<file path="src/rtl/isp_blc_if.sv">
// Raw Bayer video stream: line valid, frame sync and one pixel per cycle.
// The producer uses the master modport and the consumer uses the slave modport.
interface isp_blc_if #(
    parameter int unsigned BITS = 8
) ();
    logic            href;
    logic            vsync;
    logic [BITS-1:0] raw;

    modport master (output href, output vsync, output raw);
    modport slave  (input  href, input  vsync, input  raw);
endinterface

</file>
<file path="src/rtl/isp_blc.sv">
// Black level correction with an optional Q4.8 linearisation gain, ahead of white balance.
// Config is shadowed at each vsync rising edge. The pipeline has a fixed 3-cycle latency and never stalls.
module isp_blc #(
    parameter int unsigned BITS   = 8,
    parameter int unsigned WIDTH  = 1280,
    parameter int unsigned HEIGHT = 960,
    parameter int unsigned BAYER  = 0
) (
    input  logic            pclk,
    input  logic            rst,
    input  logic            blc_en,
    input  logic [BITS-1:0] blc_r,
    input  logic [BITS-1:0] blc_gr,
    input  logic [BITS-1:0] blc_gb,
    input  logic [BITS-1:0] blc_b,
    input  logic            lin_en,
    input  logic [11:0]     lin_gain,
    isp_blc_if.slave        vin,
    isp_blc_if.master       vout
);
    localparam int unsigned GW = 12;
    localparam int unsigned PW = BITS + GW;
    localparam int unsigned SW = PW - 8;
    localparam logic [1:0]  PHASE = 2'(BAYER);

    // Frame geometry is descriptive only; the datapath never counts pixels.
    if (WIDTH == 0 || HEIGHT == 0) begin : g_no_geometry
    end

    logic            vs_q;
    logic            vs_rise;
    logic            blc_en_q;
    logic            lin_en_q;
    logic [BITS-1:0] blc_r_q;
    logic [BITS-1:0] blc_gr_q;
    logic [BITS-1:0] blc_gb_q;
    logic [BITS-1:0] blc_b_q;
    logic [GW-1:0]   lin_gain_q;

    assign vs_rise = vin.vsync & ~vs_q;

    // Config shadows: pixels sampled on the load edge still see the old values.
    always_ff @(posedge pclk or posedge rst) begin
        if (rst) begin
            vs_q       <= 1'b0;
            blc_en_q   <= 1'b0;
            lin_en_q   <= 1'b0;
            blc_r_q    <= '0;
            blc_gr_q   <= '0;
            blc_gb_q   <= '0;
            blc_b_q    <= '0;
            lin_gain_q <= '0;
        end else begin
            vs_q <= vin.vsync;
            if (vs_rise) begin
                blc_en_q   <= blc_en;
                lin_en_q   <= lin_en;
                blc_r_q    <= blc_r;
                blc_gr_q   <= blc_gr;
                blc_gb_q   <= blc_gb;
                blc_b_q    <= blc_b;
                lin_gain_q <= lin_gain;
            end
        end
    end

    logic       odd_pix_q;
    logic       odd_line_q;
    logic [2:0] href_q;
    logic [2:0] vsync_q;

    // Bayer parity and sync delay lines; href_q[0] also serves as the line-end detector.
    always_ff @(posedge pclk or posedge rst) begin
        if (rst) begin
            odd_pix_q  <= 1'b0;
            odd_line_q <= 1'b0;
            href_q     <= '0;
            vsync_q    <= '0;
        end else begin
            odd_pix_q <= vin.href ? ~odd_pix_q : 1'b0;
            if (vin.vsync) begin
                odd_line_q <= 1'b0;
            end else if (href_q[0] & ~vin.href) begin
                odd_line_q <= ~odd_line_q;
            end
            href_q  <= {href_q[1:0], vin.href};
            vsync_q <= {vsync_q[1:0], vin.vsync};
        end
    end

    logic [1:0]      fmt;
    logic [BITS-1:0] off_d;

    always_comb begin
        fmt   = PHASE ^ {odd_line_q, odd_pix_q};
        off_d = '0;
        if (blc_en_q) begin
            case (fmt)
                2'd0:    off_d = blc_r_q;
                2'd1:    off_d = blc_gr_q;
                2'd2:    off_d = blc_gb_q;
                default: off_d = blc_b_q;
            endcase
        end
    end

    logic [BITS-1:0] d1_q;
    logic [BITS-1:0] off1_q;
    logic [BITS-1:0] d2_q;
    logic [BITS-1:0] d2_d;
    logic [BITS-1:0] d3_d;
    logic [BITS-1:0] raw_q;
    logic [PW-1:0]   prod;
    logic [SW-1:0]   scaled;

    // Clamped subtraction, then the truncating Q4.8 gain with saturation at full scale.
    always_comb begin
        d2_d   = (d1_q < off1_q) ? '0 : d1_q - off1_q;
        prod   = PW'(d2_q) * PW'(lin_gain_q);
        scaled = SW'(prod >> 8);
        d3_d   = d2_q;
        if (lin_en_q) begin
            d3_d = (|scaled[SW-1:BITS]) ? '1 : scaled[BITS-1:0];
        end
    end

    // The last stage register holds the masked pixel directly, so out_raw is 0 whenever out_href is low.
    always_ff @(posedge pclk or posedge rst) begin
        if (rst) begin
            d1_q   <= '0;
            off1_q <= '0;
            d2_q   <= '0;
            raw_q  <= '0;
        end else begin
            d1_q   <= vin.raw;
            off1_q <= off_d;
            d2_q   <= d2_d;
            raw_q  <= href_q[1] ? d3_d : '0;
        end
    end

    assign vout.href  = href_q[2];
    assign vout.vsync = vsync_q[2];
    assign vout.raw   = raw_q;
endmodule

</file>
<file path="src/flat_wrapper.sv">
// flat-port wrapper written by rule: the top's interface ports become plain ports
module isp_blc_flat 
#(
    parameter int unsigned BITS   = 8,
    parameter int unsigned WIDTH  = 1280,
    parameter int unsigned HEIGHT = 960,
    parameter int unsigned BAYER  = 0
)
  (pclk, rst, blc_en, blc_r, blc_gr, blc_gb, blc_b, lin_en, lin_gain, vin_href, vin_vsync, vin_raw, vout_href, vout_vsync, vout_raw);
  isp_blc_if #(.BITS(BITS)) vin_i ();
  isp_blc_if #(.BITS(BITS)) vout_i ();
  input  logic pclk;
  input  logic rst;
  input  logic blc_en;
  input  logic [BITS-1:0] blc_r;
  input  logic [BITS-1:0] blc_gr;
  input  logic [BITS-1:0] blc_gb;
  input  logic [BITS-1:0] blc_b;
  input  logic lin_en;
  input  logic [11:0] lin_gain;
  input wire logic [$bits(vin_i.href)-1:0] vin_href;
  input wire logic [$bits(vin_i.vsync)-1:0] vin_vsync;
  input wire logic [$bits(vin_i.raw)-1:0] vin_raw;
  output wire logic [$bits(vout_i.href)-1:0] vout_href;
  output wire logic [$bits(vout_i.vsync)-1:0] vout_vsync;
  output wire logic [$bits(vout_i.raw)-1:0] vout_raw;
  assign vin_i.href = vin_href;
  assign vin_i.vsync = vin_vsync;
  assign vin_i.raw = vin_raw;
  assign vout_href = vout_i.href;
  assign vout_vsync = vout_i.vsync;
  assign vout_raw = vout_i.raw;
  isp_blc #(.BITS(BITS), .WIDTH(WIDTH), .HEIGHT(HEIGHT), .BAYER(BAYER)) u_core (.pclk(pclk), .rst(rst), .blc_en(blc_en), .blc_r(blc_r), .blc_gr(blc_gr), .blc_gb(blc_gb), .blc_b(blc_b), .lin_en(lin_en), .lin_gain(lin_gain), .vin(vin_i), .vout(vout_i));
endmodule
</file>
<file path="config.mk">
export PLATFORM = sky130hd
export DESIGN_NAME = isp_blc_flat
export DESIGN_NICKNAME = d
export VERILOG_FILES = /design/src/rtl/isp_blc_if.sv /design/src/rtl/isp_blc.sv /design/src/flat_wrapper.sv
export SDC_FILE = /design/constraint.sdc
export NUM_CORES = 1
export LEC_CHECK = 0
export ABC_CLOCK_PERIOD_IN_PS = 6030
export BUFFER_PORTS_ARGS = -buffer_cell sky130_fd_sc_hd__clkbuf_2
export CORE_MARGIN = 1.5
export CORE_UTILIZATION = 47
export CTS_BUF_LIST = sky130_fd_sc_hd__clkbuf_4
export DETAILED_ROUTE_END_ITERATION = 6
export PLACE_DENSITY = 0.66
export SLEW_MARGIN = 20
export SYNTH_ARGS = -nofsm -noshare
export SYNTH_HDL_FRONTEND = slang
export SYNTH_SLANG_ARGS = --single-unit
</file>
<file path="constraint.sdc">
create_clock -name pclk -period 6.03 [get_ports pclk]
set_input_delay 0.9045 -clock pclk [delete_from_list [all_inputs] [get_ports pclk]]
set_output_delay 0.9045 -clock pclk [all_outputs]
set_load 0.05 [all_outputs]
</file>
==> impl_metrics.toml <==
[timing]
slew_headroom_pct = 48.88
holdWs_ns = 0.3866
setup_viol = 0
hold_viol = 0
worst_slew_pin_slew_ns = 0.7669
min_period_ns = 5.232
fin_crit_sh_pct = 86.77
setup_ws_ns = 0.7976
setup_tns_ns = 0
slew_viol_final = 0
max_freq_mhz = 191.1
skew_ns = 0.01808
rsz0062_at_grt = "no"

[synthesis]
syn_inst = 599
avgSynthCellArea_um2 = 11.03
synth_commonest_cells = "and2_1 (90), dfrtp_1 (86), inv_1 (79)"
synth_top_area_share_pct = 32.58
ys_ff_latch = 86
ys_types = 51
synth.most_common_cell = "and2_1"
synth-edff-count = 0
yosys.area.top_type = "dfrtp_1"
synth_area_leaders = "dfrtp_1 (33%), fa_1 (18%), and2_1 (8.5%)"
yosysWarningCount = 0
ys.flop_type = "dfrtp_1"
ys_async_sr_fraction_pct = 100.0
syn_nets = 762
synth_area_mm2 = 0.006605
synth.yosys.seq_area_share_pct = 32.58

[hold_path]
hp-class = "flip-flop to flip-flop"
min_to = "u_core.href_q[1]$_DFF_PP0_"
hold_path_depth = 0
hold_start = "u_core.href_q[0]$_DFF_PP0_"

[outcome]
status = "finished clean"

[worst_setup_path]
required_ns = 6.37
r2r-end = "u_core.vout.raw[3]$_DFF_PP0_"
crit_type = "flip-flop to flip-flop"
worstSetupEndpointType = "flip-flop"
cp.arrival_ns = 5.57
crit_fanout = 13
timing.rr.start = "u_core.d2_q[5]$_DFF_PP0_"
start_kind = "flip-flop"
worstRegToRegCells = 15
r2r_slack_ns = 0.80

[cts]
cts-root-buf = "clkbuf_4"
cts_resized = 0
holdBufCountCts = 0
cts-htree-levels = 3
postCtsSetupBuffers = 0
cts_max_path_buffers = 2
clkLatencyLatePin_ns = 0.45
cts_tree = "built"
cts_buffers = 9
cts_sinks = 86
clk_pin_slew_ns = 0.14

[finish]
drive_above_1_share_pct = 22.21
postLayoutCoreUtil_pct = 52.73
fin_nets = 820
syn2layout_area_growth_pct = 9.945
n_antenna_cell = 0

[place]
dp_slack_ns = 0.8202
gp_congestion = 0.9394
hpwlAfterDp_um = 10250
port_buffers = 67

[global_route]
grt.total_usage_pct = 19.25
grt_pass1_wl_um = 22420
grt_overflow_total = 0
grt_max_degree = 87
antenna_found_initial = 0
grt_pass1_vias = 4696

[die]
core_area_mm2 = 0.01377
fp.dieH_um = 121.5
chipWidth_um = 121.5
dieArea_mm2 = 0.01477
ios = 68
initial_core_util_pct = 47.96
rows = 43

[power]
p_leak_nw = 3.490
pwr_density_cell_mw_per_mm2 = 562.4
irDropWorstVdd_mv = 0.3439
p_total_mw = 4.084

[route]
wire_per_inst_um = 15.52
drc = 0
wirelength_um = 13070
drt_first_pass_iters = 5
dr_total_vias = 4457
viasPerCell = 5.293
drt_iter0_drc = 182
ant_nets = 0

[flow_run]
cap_violations = 0
[layer usage]
metal	global-route usage (%)	routed length, um
met5	0	0
met3	3.839	531
met2	31.57	6515
met4	6.103	212
met1	25.88	5807
[cell families after synthesis]
family / synth area share [%]
AO/OA/AOI/OAI: 7.596
XOR/XNOR: 1.856
adder cells (fa/ha/maj): 26.71
AND/OR/NAND/NOR: 14.21
buffers and inverters: 6.100
multiplexers: 10.95
flip-flops: 32.58
[area by class of cell]
type | count | area, um^2
Sequential cell | 86 | 2152
Timing Repair Buffer | 69 | 354.1
Multi-Input combinational cell | 412 | 4058
Inverter | 79 | 297.8
Clock buffer | 9 | 67.56
Clock inverter | 7 | 107.6
Tap cell | 180 | 225.2
Fill cell | 1288 | 6511
[worst max path at each step]
stage                                   from                           end  slack, ns  cells after the start
floorplan           u_core.d2_q[5]$_DFF_PP0_  u_core.vout.raw[0]$_DFF_PP0_       1.20                     16
global placement    u_core.d2_q[7]$_DFF_PP0_  u_core.vout.raw[3]$_DFF_PP0_       0.94                     14
detailed placement  u_core.d2_q[7]$_DFF_PP0_  u_core.vout.raw[3]$_DFF_PP0_       0.82                     14
CTS                 u_core.d2_q[7]$_DFF_PP0_  u_core.vout.raw[3]$_DFF_PP0_       0.80                     14
global route        u_core.d2_q[7]$_DFF_PP0_  u_core.vout.raw[1]$_DFF_PP0_       0.49                     14
finish              u_core.d2_q[5]$_DFF_PP0_  u_core.vout.raw[3]$_DFF_PP0_       0.80                     15
[registers in the layout, summed over array words and instances (netlist names)]
signal	count
u_core.off1_q	8
u_core.blc_en_q	1
u_core.blc_gb_q	8
u_core.odd_line_q	1
u_core.blc_r_q	8
u_core.href_q	3
u_core.blc_gr_q	8
u_core.vout.raw	8
u_core.lin_gain_q	12
u_core.d2_q	8
u_core.lin_en_q	1
u_core.odd_pix_q	1
u_core.d1_q	8
u_core.blc_b_q	8
u_core.vsync_q	3
[layout by cell type, fill, tap and decap left out, types with 3 or more instances in the layout]
| cell | netlist | layout |
|---|---|---|
| a211oi_1 | 4 | 4 |
| a21boi_0 | 3 | 3 |
| a21o_1 | 4 | 4 |
| a21oi_1 | 20 | 20 |
| and2_1 | 90 | 90 |
| clkbuf_2 | 2 | 67 |
| clkbuf_4 | 0 | 9 |
| clkinvlp_4 | 0 | 3 |
| dfrtp_1 | 86 | 86 |
| fa_1 | 60 | 60 |
| ha_1 | 45 | 45 |
| inv_1 | 79 | 78 |
| mux2_2 | 46 | 46 |
| mux4_2 | 8 | 8 |
| nand2_1 | 28 | 28 |
| nand3_1 | 4 | 4 |
| nand4_1 | 6 | 6 |
| nor2_1 | 16 | 16 |
| nor2b_1 | 6 | 5 |
| nor3_1 | 9 | 9 |
| o21ai_0 | 9 | 9 |
| o221a_1 | 8 | 8 |
| xnor2_1 | 11 | 11 |
| xor2_1 | 3 | 3 |
[report_power, final]
group	internal [mW]	total, mW	switching, mW
clock	0.173	0.386	0.213
sequential	0.676	0.820	0.144
combinational	1.19	2.88	1.69
[through the flow]
step | area (um^2) | std cells
4_1_cts | 7258 | 842
3_3_place_gp | 7083 | 826
6_report | 7262 | 842
2_1_floorplan | 6605 | 599
5_1_grt | 7262 | 842
3_5_place_dp | 7083 | 826
[worst max-delay path, cell delays in order (launching register included)]
cell and delay (ns):
dfrtp_1 0.58, and2_1 0.27, fa_1 0.50, fa_1 0.53, fa_1 0.55, inv_1 0.05, fa_1 0.52, inv_1 0.04
ha_1 0.37, a21oi_1 0.18, o21ai_1 0.10, a22oi_1 0.33, mux2_4 0.35, nor4_4 0.28, o211ai_2 0.21, o221a_1 0.28
(Power assumes the default switching activity.)
